--- src/rtl/spi_io_expander_n.sv ---
// SPI mode-0 slave fronting NUM_PORTS 8-bit GPIO ports with direction, output,
// interrupt-enable and sticky W1C interrupt-flag registers and auto-increment bursts.
module spi_io_expander_n #(
    parameter int unsigned NUM_PORTS   = 4,
    parameter int unsigned SYNC_STAGES = 2
) (
    input  logic                   clk,
    input  logic                   rst,
    input  logic                   sck,
    input  logic                   en,
    input  logic                   mosi,
    output logic                   miso,
    input  logic [8*NUM_PORTS-1:0] pin_in,
    output logic [8*NUM_PORTS-1:0] pin_out,
    output logic [8*NUM_PORTS-1:0] pin_oe,
    output logic                   irq
);

    localparam int unsigned PW = 8 * NUM_PORTS;

    typedef enum logic [1:0] {
        IDLE = 2'd0,
        CMD  = 2'd1,
        DATA = 2'd2
    } state_t;

    logic [SYNC_STAGES-1:0] sckSync;
    logic [SYNC_STAGES-1:0] enSync;
    logic [SYNC_STAGES-1:0] mosiSync;
    logic                   sckDly;
    logic                   enDly;
    logic [PW-1:0]          pinStage [SYNC_STAGES];
    logic [PW-1:0]          pinPrev;

    logic          sckS;
    logic          enS;
    logic          mosiS;
    logic [PW-1:0] pinS;
    logic          sckRise;
    logic          sckFall;
    logic          enRise;
    logic          enFall;

    state_t      state;
    state_t      stateNext;
    logic [2:0]  bitCnt;
    logic [6:0]  rxShift;
    logic [7:0]  txShift;
    logic [5:0]  addr;
    logic        rwFlag;
    logic        aiFlag;

    logic        byteDone;
    logic        wrEn;
    logic [7:0]  wrData;
    logic        txLoad;
    logic        txShiftEn;
    logic [7:0]  rdData;
    logic [2:0]  portSel;
    logic [2:0]  offSel;

    logic [7:0]  dirReg  [NUM_PORTS];
    logic [7:0]  outReg  [NUM_PORTS];
    logic [7:0]  ienReg  [NUM_PORTS];
    logic [7:0]  intfReg [NUM_PORTS];
    logic [7:0]  setEv   [NUM_PORTS];
    logic [7:0]  clrMask [NUM_PORTS];
    logic        intfAny;

    assign sckS    = sckSync[SYNC_STAGES-1];
    assign enS     = enSync[SYNC_STAGES-1];
    assign mosiS   = mosiSync[SYNC_STAGES-1];
    assign pinS    = pinStage[SYNC_STAGES-1];
    assign sckRise = sckS & ~sckDly;
    assign sckFall = ~sckS & sckDly;
    assign enRise  = enS & ~enDly;
    assign enFall  = ~enS & enDly;
    assign portSel = addr[5:3];
    assign offSel  = addr[2:0];
    assign miso    = txShift[7];

    // Input synchronisers, edge-detect delay and previous-pin snapshot
    always_ff @(posedge clk or posedge rst) begin
        if (rst) begin
            sckSync  <= '0;
            enSync   <= '0;
            mosiSync <= '0;
            sckDly   <= 1'b0;
            enDly    <= 1'b0;
            pinPrev  <= '0;
            for (int i = 0; i < SYNC_STAGES; i++) begin
                pinStage[i] <= '0;
            end
        end else begin
            sckSync  <= {sckSync[SYNC_STAGES-2:0], sck};
            enSync   <= {enSync[SYNC_STAGES-2:0], en};
            mosiSync <= {mosiSync[SYNC_STAGES-2:0], mosi};
            sckDly   <= sckS;
            enDly    <= enS;
            pinPrev  <= pinS;
            pinStage[0] <= pin_in;
            for (int i = 1; i < SYNC_STAGES; i++) begin
                pinStage[i] <= pinStage[i-1];
            end
        end
    end

    // FSM state register
    always_ff @(posedge clk or posedge rst) begin
        if (rst) begin
            state <= IDLE;
        end else begin
            state <= stateNext;
        end
    end

    // FSM next state and per-clk strobes
    always_comb begin
        stateNext = state;
        byteDone  = 1'b0;
        wrEn      = 1'b0;
        txLoad    = 1'b0;
        txShiftEn = 1'b0;
        wrData    = {rxShift, mosiS};
        if (enFall) begin
            stateNext = IDLE;
        end else begin
            case (state)
                IDLE: begin
                    if (enRise) stateNext = CMD;
                end
                CMD: begin
                    if (sckRise && bitCnt == 3'd7) begin
                        byteDone  = 1'b1;
                        stateNext = DATA;
                    end
                end
                DATA: begin
                    if (sckRise && bitCnt == 3'd7) begin
                        byteDone = 1'b1;
                        wrEn     = ~rwFlag;
                    end
                    // A falling edge at bit 0 follows a completed byte: fetch next read data
                    if (sckFall && rwFlag) begin
                        if (bitCnt == 3'd0) txLoad    = 1'b1;
                        else                txShiftEn = 1'b1;
                    end
                end
                default: stateNext = IDLE;
            endcase
        end
    end

    // Serial shift path, command latch and address stepping
    always_ff @(posedge clk or posedge rst) begin
        if (rst) begin
            bitCnt  <= 3'd0;
            rxShift <= 7'd0;
            txShift <= 8'd0;
            addr    <= 6'd0;
            rwFlag  <= 1'b0;
            aiFlag  <= 1'b0;
        end else if (enFall || state == IDLE) begin
            bitCnt  <= 3'd0;
            rxShift <= 7'd0;
            txShift <= 8'd0;
        end else begin
            if (sckRise) begin
                rxShift <= {rxShift[5:0], mosiS};
                bitCnt  <= bitCnt + 3'd1;
            end
            if (byteDone) begin
                if (state == CMD) begin
                    rwFlag <= rxShift[6];
                    aiFlag <= rxShift[5];
                    addr   <= {rxShift[4:0], mosiS};
                end else if (aiFlag) begin
                    addr <= addr + 6'd1;
                end
            end
            if (txLoad) begin
                txShift <= rdData;
            end else if (txShiftEn) begin
                txShift <= {txShift[6:0], 1'b0};
            end
        end
    end

    // Read-data mux, interrupt set/clear masks and pad packing
    always_comb begin
        rdData  = 8'h00;
        intfAny = 1'b0;
        pin_out = '0;
        pin_oe  = '0;
        for (int p = 0; p < NUM_PORTS; p++) begin
            setEv[p]   = (pinS[8*p +: 8] ^ pinPrev[8*p +: 8]) & ienReg[p];
            clrMask[p] = (wrEn && portSel == 3'(p) && offSel == 3'd4) ? wrData : 8'h00;
            intfAny    = intfAny | (|intfReg[p]);
            pin_out[8*p +: 8] = outReg[p];
            pin_oe[8*p +: 8]  = dirReg[p];
            if (portSel == 3'(p)) begin
                case (offSel)
                    3'd0:    rdData = dirReg[p];
                    3'd1:    rdData = outReg[p];
                    3'd2:    rdData = pinS[8*p +: 8];
                    3'd3:    rdData = ienReg[p];
                    3'd4:    rdData = intfReg[p];
                    default: rdData = 8'h00;
                endcase
            end
        end
    end

    // Port register file; interrupt set beats a coincident W1C clear
    always_ff @(posedge clk or posedge rst) begin
        if (rst) begin
            for (int p = 0; p < NUM_PORTS; p++) begin
                dirReg[p]  <= 8'h00;
                outReg[p]  <= 8'h00;
                ienReg[p]  <= 8'h00;
                intfReg[p] <= 8'h00;
            end
        end else begin
            for (int p = 0; p < NUM_PORTS; p++) begin
                if (wrEn && portSel == 3'(p)) begin
                    case (offSel)
                        3'd0:    dirReg[p] <= wrData;
                        3'd1:    outReg[p] <= wrData;
                        3'd3:    ienReg[p] <= wrData;
                        default: ;
                    endcase
                end
                intfReg[p] <= (intfReg[p] & ~clrMask[p]) | setEv[p];
            end
        end
    end

    // Registered interrupt output
    always_ff @(posedge clk or posedge rst) begin
        if (rst) begin
            irq <= 1'b0;
        end else begin
            irq <= intfAny;
        end
    end

endmodule

--- config.mk ---
export PLATFORM = sky130hd
export DESIGN_NAME = spi_io_expander_n
export DESIGN_NICKNAME = d
export VERILOG_FILES = /design/src/rtl/spi_io_expander_n.sv
export SDC_FILE = /design/constraint.sdc
export NUM_CORES = 1
export LEC_CHECK = 0
export ABC_AREA = 1
export BUFFER_PORTS_ARGS = -buffer_cell sky130_fd_sc_hd__buf_2
export CAP_MARGIN = 20
export CORE_ASPECT_RATIO = 1.75
export CORE_MARGIN = 2
export CORE_UTILIZATION = 53
export DETAILED_ROUTE_END_ITERATION = 6
export PLACE_DENSITY = 0.81
export SLEW_MARGIN = 25
export SYNTH_ARGS = -nofsm -noshare
export SYNTH_HDL_FRONTEND = slang
export SYNTH_SLANG_ARGS = --single-unit
--- constraint.sdc ---
create_clock -name clk -period 6.7 [get_ports clk]
set_input_delay 0 -clock clk [delete_from_list [all_inputs] [get_ports clk]]
set_output_delay 0 -clock clk [all_outputs]
set_load 0.1 [all_outputs]
# Yosys cells after proc, flatten, opt, wreduce, memory -nomap -nowiden
# Cells that the tools add are included.
# totals
register_bits	261
# op_classes
n_reduce_logical	38
bitwise	33
addsub	2
eq_ne	13
n_mux	39
# op_table
cell	count
8-bit case mux with 5 select lines	4
8-bit two-way mux	11
8-bit AND	8
8-bit NOT	4
8-bit OR	4
8-bit OR reduction	4
8-bit XOR	4
2-bit AND reduction	12
1-bit two-way mux	14
7-bit two-way mux	2
3-bit by 2-bit == test with 1-bit output (second input constant)	4
6-bit two-way mux	2
1-bit logical AND	10
3-bit logical NOT	3
3-bit AND reduction	3
6-bit by 1-bit adder with 6-bit output (second input constant)	1
3-bit by 1-bit == test with 1-bit output (second input constant)	2
3-bit == test (second input constant)	2
2-bit two-way mux	3
3-bit two-way mux	2
3-bit != test (second input constant)	2
1-bit NOT	6
2-bit case mux with 3 select lines	1
1-bit AND	4
other kinds (10)	13

# Logic depth before layout (Yosys ltp)
# depth
ltp_word	12
mapped_depth	18
depth_no_buf	14

# Worst setup path after synthesis
# OpenSTA, ideal clock, no wires.
# synth_timing
path_kind	register to register
from	reg addr[2]
to	reg txShift[0]
path_stages_with_launch	16
period_less_slack_ns	2.151
setup_time_ns	0.066
t_required_ns	6.634
path_slack_ns	4.549
t_arrival_ns	2.085
path_cell_list	dfrtp_1 > buf_4 > inv_2 > buf_2 > buf_2 > ha_1 > buf_2 > buf_1 > nand2_1 > nand2_1 > a21oi_1 > nand4_1 > nand2_1 > nand3_1 > nand2_1 > nand2_1
# synth_between
elab_chain_cells	8
elab_cells_between_ends	15
classes_between	eq/ne: 4; mux: 10; reduce/logical: 1
# synth_lines
item	line_no	rtl
from (decl)	49	logic [5:0] addr;
from (signal assigned)	176	addr <= {rxShift[4:0], mosiS};
from (signal assigned)	178	addr <= addr + 6'd1;
3-bit == test (tied with other cells)	202	case (offSel)
8-bit case mux with 5 select lines	202	
8-bit two-way mux (3 in series)	201	if (portSel == 3'(p)) begin
8-bit two-way mux (*)	201	
8-bit two-way mux (*)	181	if (txLoad) begin
8-bit two-way mux (*)	163	end else if (enFall || state == IDLE) begin
to (signal assigned)	182	txShift <= rdData;
to (signal assigned)	184	txShift <= {txShift[6:0], 1'b0};
to (decl)	48	logic [7:0] txShift;
# Mark *: on every way between the ends. The rest lies on a longest branch, timed or not.
# A chain may end at the register's enable or synchronous reset.

# Final worst setup path
# layout_timing
from	reg addr[2]
to	reg outReg, in the netlist pin_out[24]
# layout_between
elab_chain_cells	2
# layout_lines
item	line_no	rtl
3-bit by 1-bit == test with 1-bit output	226	case (offSel)
2-bit AND reduction (no source line)	n/a	
to (signal, indexed assignment)	228	3'd1: outReg[p] <= wrData;
to (decl)	63	logic [7:0] outReg [NUM_PORTS];
# Every way passes these cells.

==> parameters.txt <==
Parameter                              Value

GRT
  Via count of the first global-routing pass ... 8746
  Largest net degree at the start of global routing ... 182
  Total congestion overflow ... 0
  Global-route total usage across every layer ... about a quarter
  Initial antenna violation count ... 0
  Global-route wire length before repair ... 45.25 mm

Floorplanning
  Floorplan die area ... 21420 um2
  Die span in x ... between 100 and 150 um
  Core region area ... roughly 20000 um2
  Die height ... 192.1 um
  Initial Util ... between 50 and 60%
  I/O pin count ... slightly above 100
  Placement Rows ... 68

Logic synthesis
  Adder-cell share of the synthesized area ... under 10%
  Top area cells in the synthesized netlist ... dfrtp_1 (61%), nand2_1 (12%), o21ai_0 (10%)
  Dominant combinational cell family by area after synthesis ... simple AND/OR/NAND/NOR gates
  Share of synthesized registers carrying an async set or reset ... between 90% and 100%
  Net count of the mapped netlist ... between 1000 and 1500
  Number of instances in the synthesized netlist ... 1171
  Share of synthesized cell area in and, or, nand and nor gates ... about a fifth
  Post-synth EDFFs ... 0
  Area fraction in compound gates after synthesis ... 12.52%
  Synth warn ... 0
  Proportion of netlist area held by the largest area contributor ... between 60% and 70%
  Area of the mapped netlist ... 10720 um2
  Leading area contributor after synthesis ... dfrtp_1
  Synth unique cells ... 28
  Post-synthesis sequential area ratio ... 60.95%
  Main flop type after synthesis ... dfrtp_1
  Number of synthesized register bits ... 261
  Multiplexer share of the synthesized area ... 0%
  Average footprint of a synthesized cell ... 9.152 um2
  Xor and xnor area share after synthesis ... 0%

Power
  Leakage power of the design ... 6.218 nW
  Areal power density over the cells ... approximately 250 nW/um2
  Power after layout ... about 3.1 mW
  VDD IR-drop max ... about 280 uV

Setup path
  Slack of the worst reg-to-reg path ... between 3 and 4 ns
  Most Frequent Cell on Critical Path ... nand2_1
  Max Fanout on Critical Path ... 42
  Data required time at the worst endpoint ... 7.07 ns
  Sort of element at the end of the critical path ... register
  Delay of the slowest critical-path stage ... 0.72 ns
  Startpoint kind of the worst setup timing path ... register
  Setup Crit Path Kind ... register to register
  Cell at the slowest stage of the critical path ... inv_1
  Cell chain of the critical path ... inv_2, nand2_1, inv_1, nand3_1, nand2_1, o21ai_0
  Data arrival time of the critical path ... about 3.4 ns

Detailed routing
  Number of remaining DRC errors ... 0
  Routed wire length ... about 28 mm
  Total vias in the final route ... approximately 8900
  Final ANT Viol Nets ... 0
  Starting DRC count in detailed routing ... 692
  Vias per inst ... 5.718
  Average wire length per cell after detail routing ... about 18 um
  Drt pass-1 iters ... 6

Clock tree
  Clock sink count ... 261
  Insertion delay of the later-clocked pin in the worst-skew pair ... 0.53 ns
  Clk Tree Root Cell ... clkbuf_16
  Resized cells post-CTS ... 0
  Num CTS Buffers ... 24
  Setup fix buffers added after clock tree synthesis ... 0
  TritonCTS clock tree ... yes
  Largest buffer count on any clock path ... 3
  Number of H-tree levels ... 1
  CTS hold repair buffers ... 36
  Clock Pin Slew Worst Setup and Hold Paths ... 0.07 ns

Layout
  Top library cells by usage in the layout, fill and taps aside ... nand2_1 (353), dfrtp_1 (261), o21ai_0 (218)
  Area of all placed cells without fillers ... 12490 um2
  P&R area growth vs syn ... 16.59%
  Number of nets in the layout ... between 1000 and 1500
  Leading cell type in the layout, fill and taps excluded ... nand2_1
  Antenna cell count ... 0
  Fraction of layout instances using a drive strength above 1 ... 11.94%

Flow run
  MaxCap Viol Count ... 0

STA
  Part of the cycle the worst path needs ... 44.71%
  Worst Max-Slew Pin Slew ... 1.105 ns
  Maximum operating frequency ... approximately 330 MHz
  Number of max-slew violations in the final report ... 0
  Min cycle time layout ... between 2 and 3 ns
  Setup repair after global routing missed its margin ... false
  Setup tns final ... 0 ns
  Hold Slack ... around 0.11 ns
  Count of final setup violators ... 0
  Tightest slew margin relative to the limit ... 26.25%
  Worst clock skew ... 0.01823 ns
  Fin. Hold Viols ... 0

Placement
  Detailed placer's ending HPWL ... roughly 19 mm
  Placement-stage cell area ... 11370 um2
  Gpl congestion ... 0.9171
  # port buffers ... 102

Run status
  Run status ... finished, final reports clean

Worst hold path
  Class of the tightest hold or removal check ... input port to async pin
path summary, 6_finish.rpt:
check / from / endpoint / cells after the start
min reg2reg: enSync[0]$_DFF_PP0_ / enSync[1]$_DFF_PP0_ / 0
max in group asynchronous: rst / pinS[13]$_DFF_PP0_ / 5
max: addr[2]$_DFFE_PP0P_ / pin_out[24]$_DFFE_PP0P_ / 6
max reg2reg: addr[2]$_DFFE_PP0P_ / pin_out[24]$_DFFE_PP0P_ / 6
min: rst / pinStage[54]$_DFF_PP0_ / 4
min in group clk: pin_in[29] / pinStage[61]$_DFF_PP0_ / 2
per-layer routing:
metal  global-route usage (%)  vias up  routed length (um)  share of wire (%)
met5                        0        -                   0                  0
met4                    16.38        0                1777                6.3
met3                    4.386      130                1969                7.0
met2                    45.38      416               14380                 51
met1                    31.50     4242               10170                 36
li1                         -     4086                   -                  -
report_power, final:
part / total [mW] / internal, mW / switching, mW
clock network: 1.30 / 0.733 / 0.564
logic: 0.174 / 0.0537 / 0.120
registers: 1.64 / 1.62 / 0.0276
total: 3.12 / 2.40 / 0.712
cells by family after synthesis:
family / Yosys count
compound gates: 262
simple gates: 499
buf+inv: 136
fa+ha+maj: 13
flops: 261
Yosys cell counts, drive strengths merged, types with 2 or more instances:
cell / count
nand2: 353
dfrtp: 261
o21ai: 218
nand3: 90
inv: 87
nor2: 37
buf: 28
a21oi: 27
clkbuf: 21
ha: 13
nor4: 8
a31oi: 6
nand4: 6
o22ai: 6
nor3: 4
o211ai: 2
metrics by stage:
stage	cells	worst slack [ns]	utilization, %
finish	1552	3.705	63.03
global route	1552	3.364	63.03
CTS	1551	3.710	62.87
detailed placement	1476	3.719	57.37
global placement	1476	3.902	57.37
floorplan	1171	3.258	-
state kept, by name (all words and copies together) (netlist names), 2 cells and up:
register	count
mosiSync	2
bitCnt	3
ienReg	32
state	2
pinPrev	32
enSync	2
pinS	32
intfReg	32
sckSync	2
rxShift	7
txShift	8
pin_oe	32
addr	6
pin_out	32
pinStage	32
cell type report:
class / instances / area, um2
clock buffer: 37 / 720.7
clock inverter: 2 / 10.01
fill: 1629 / 7330
inverter: 87 / 330.3
multi-input combinational: 774 / 3628
sequential: 261 / 6531
tap: 245 / 306.5
timing repair buffer: 146 / 967.2
worst max-delay path: cells and delay by family (launching register included):
kind	cells	cell delay (ns)
AND/OR/NAND/NOR	3	0.98
flip-flops	1	0.49
buffers and inverters	2	1.25
AO/OA/AOI/OAI	1	0.11
Power figures use the tool's default switching activity.
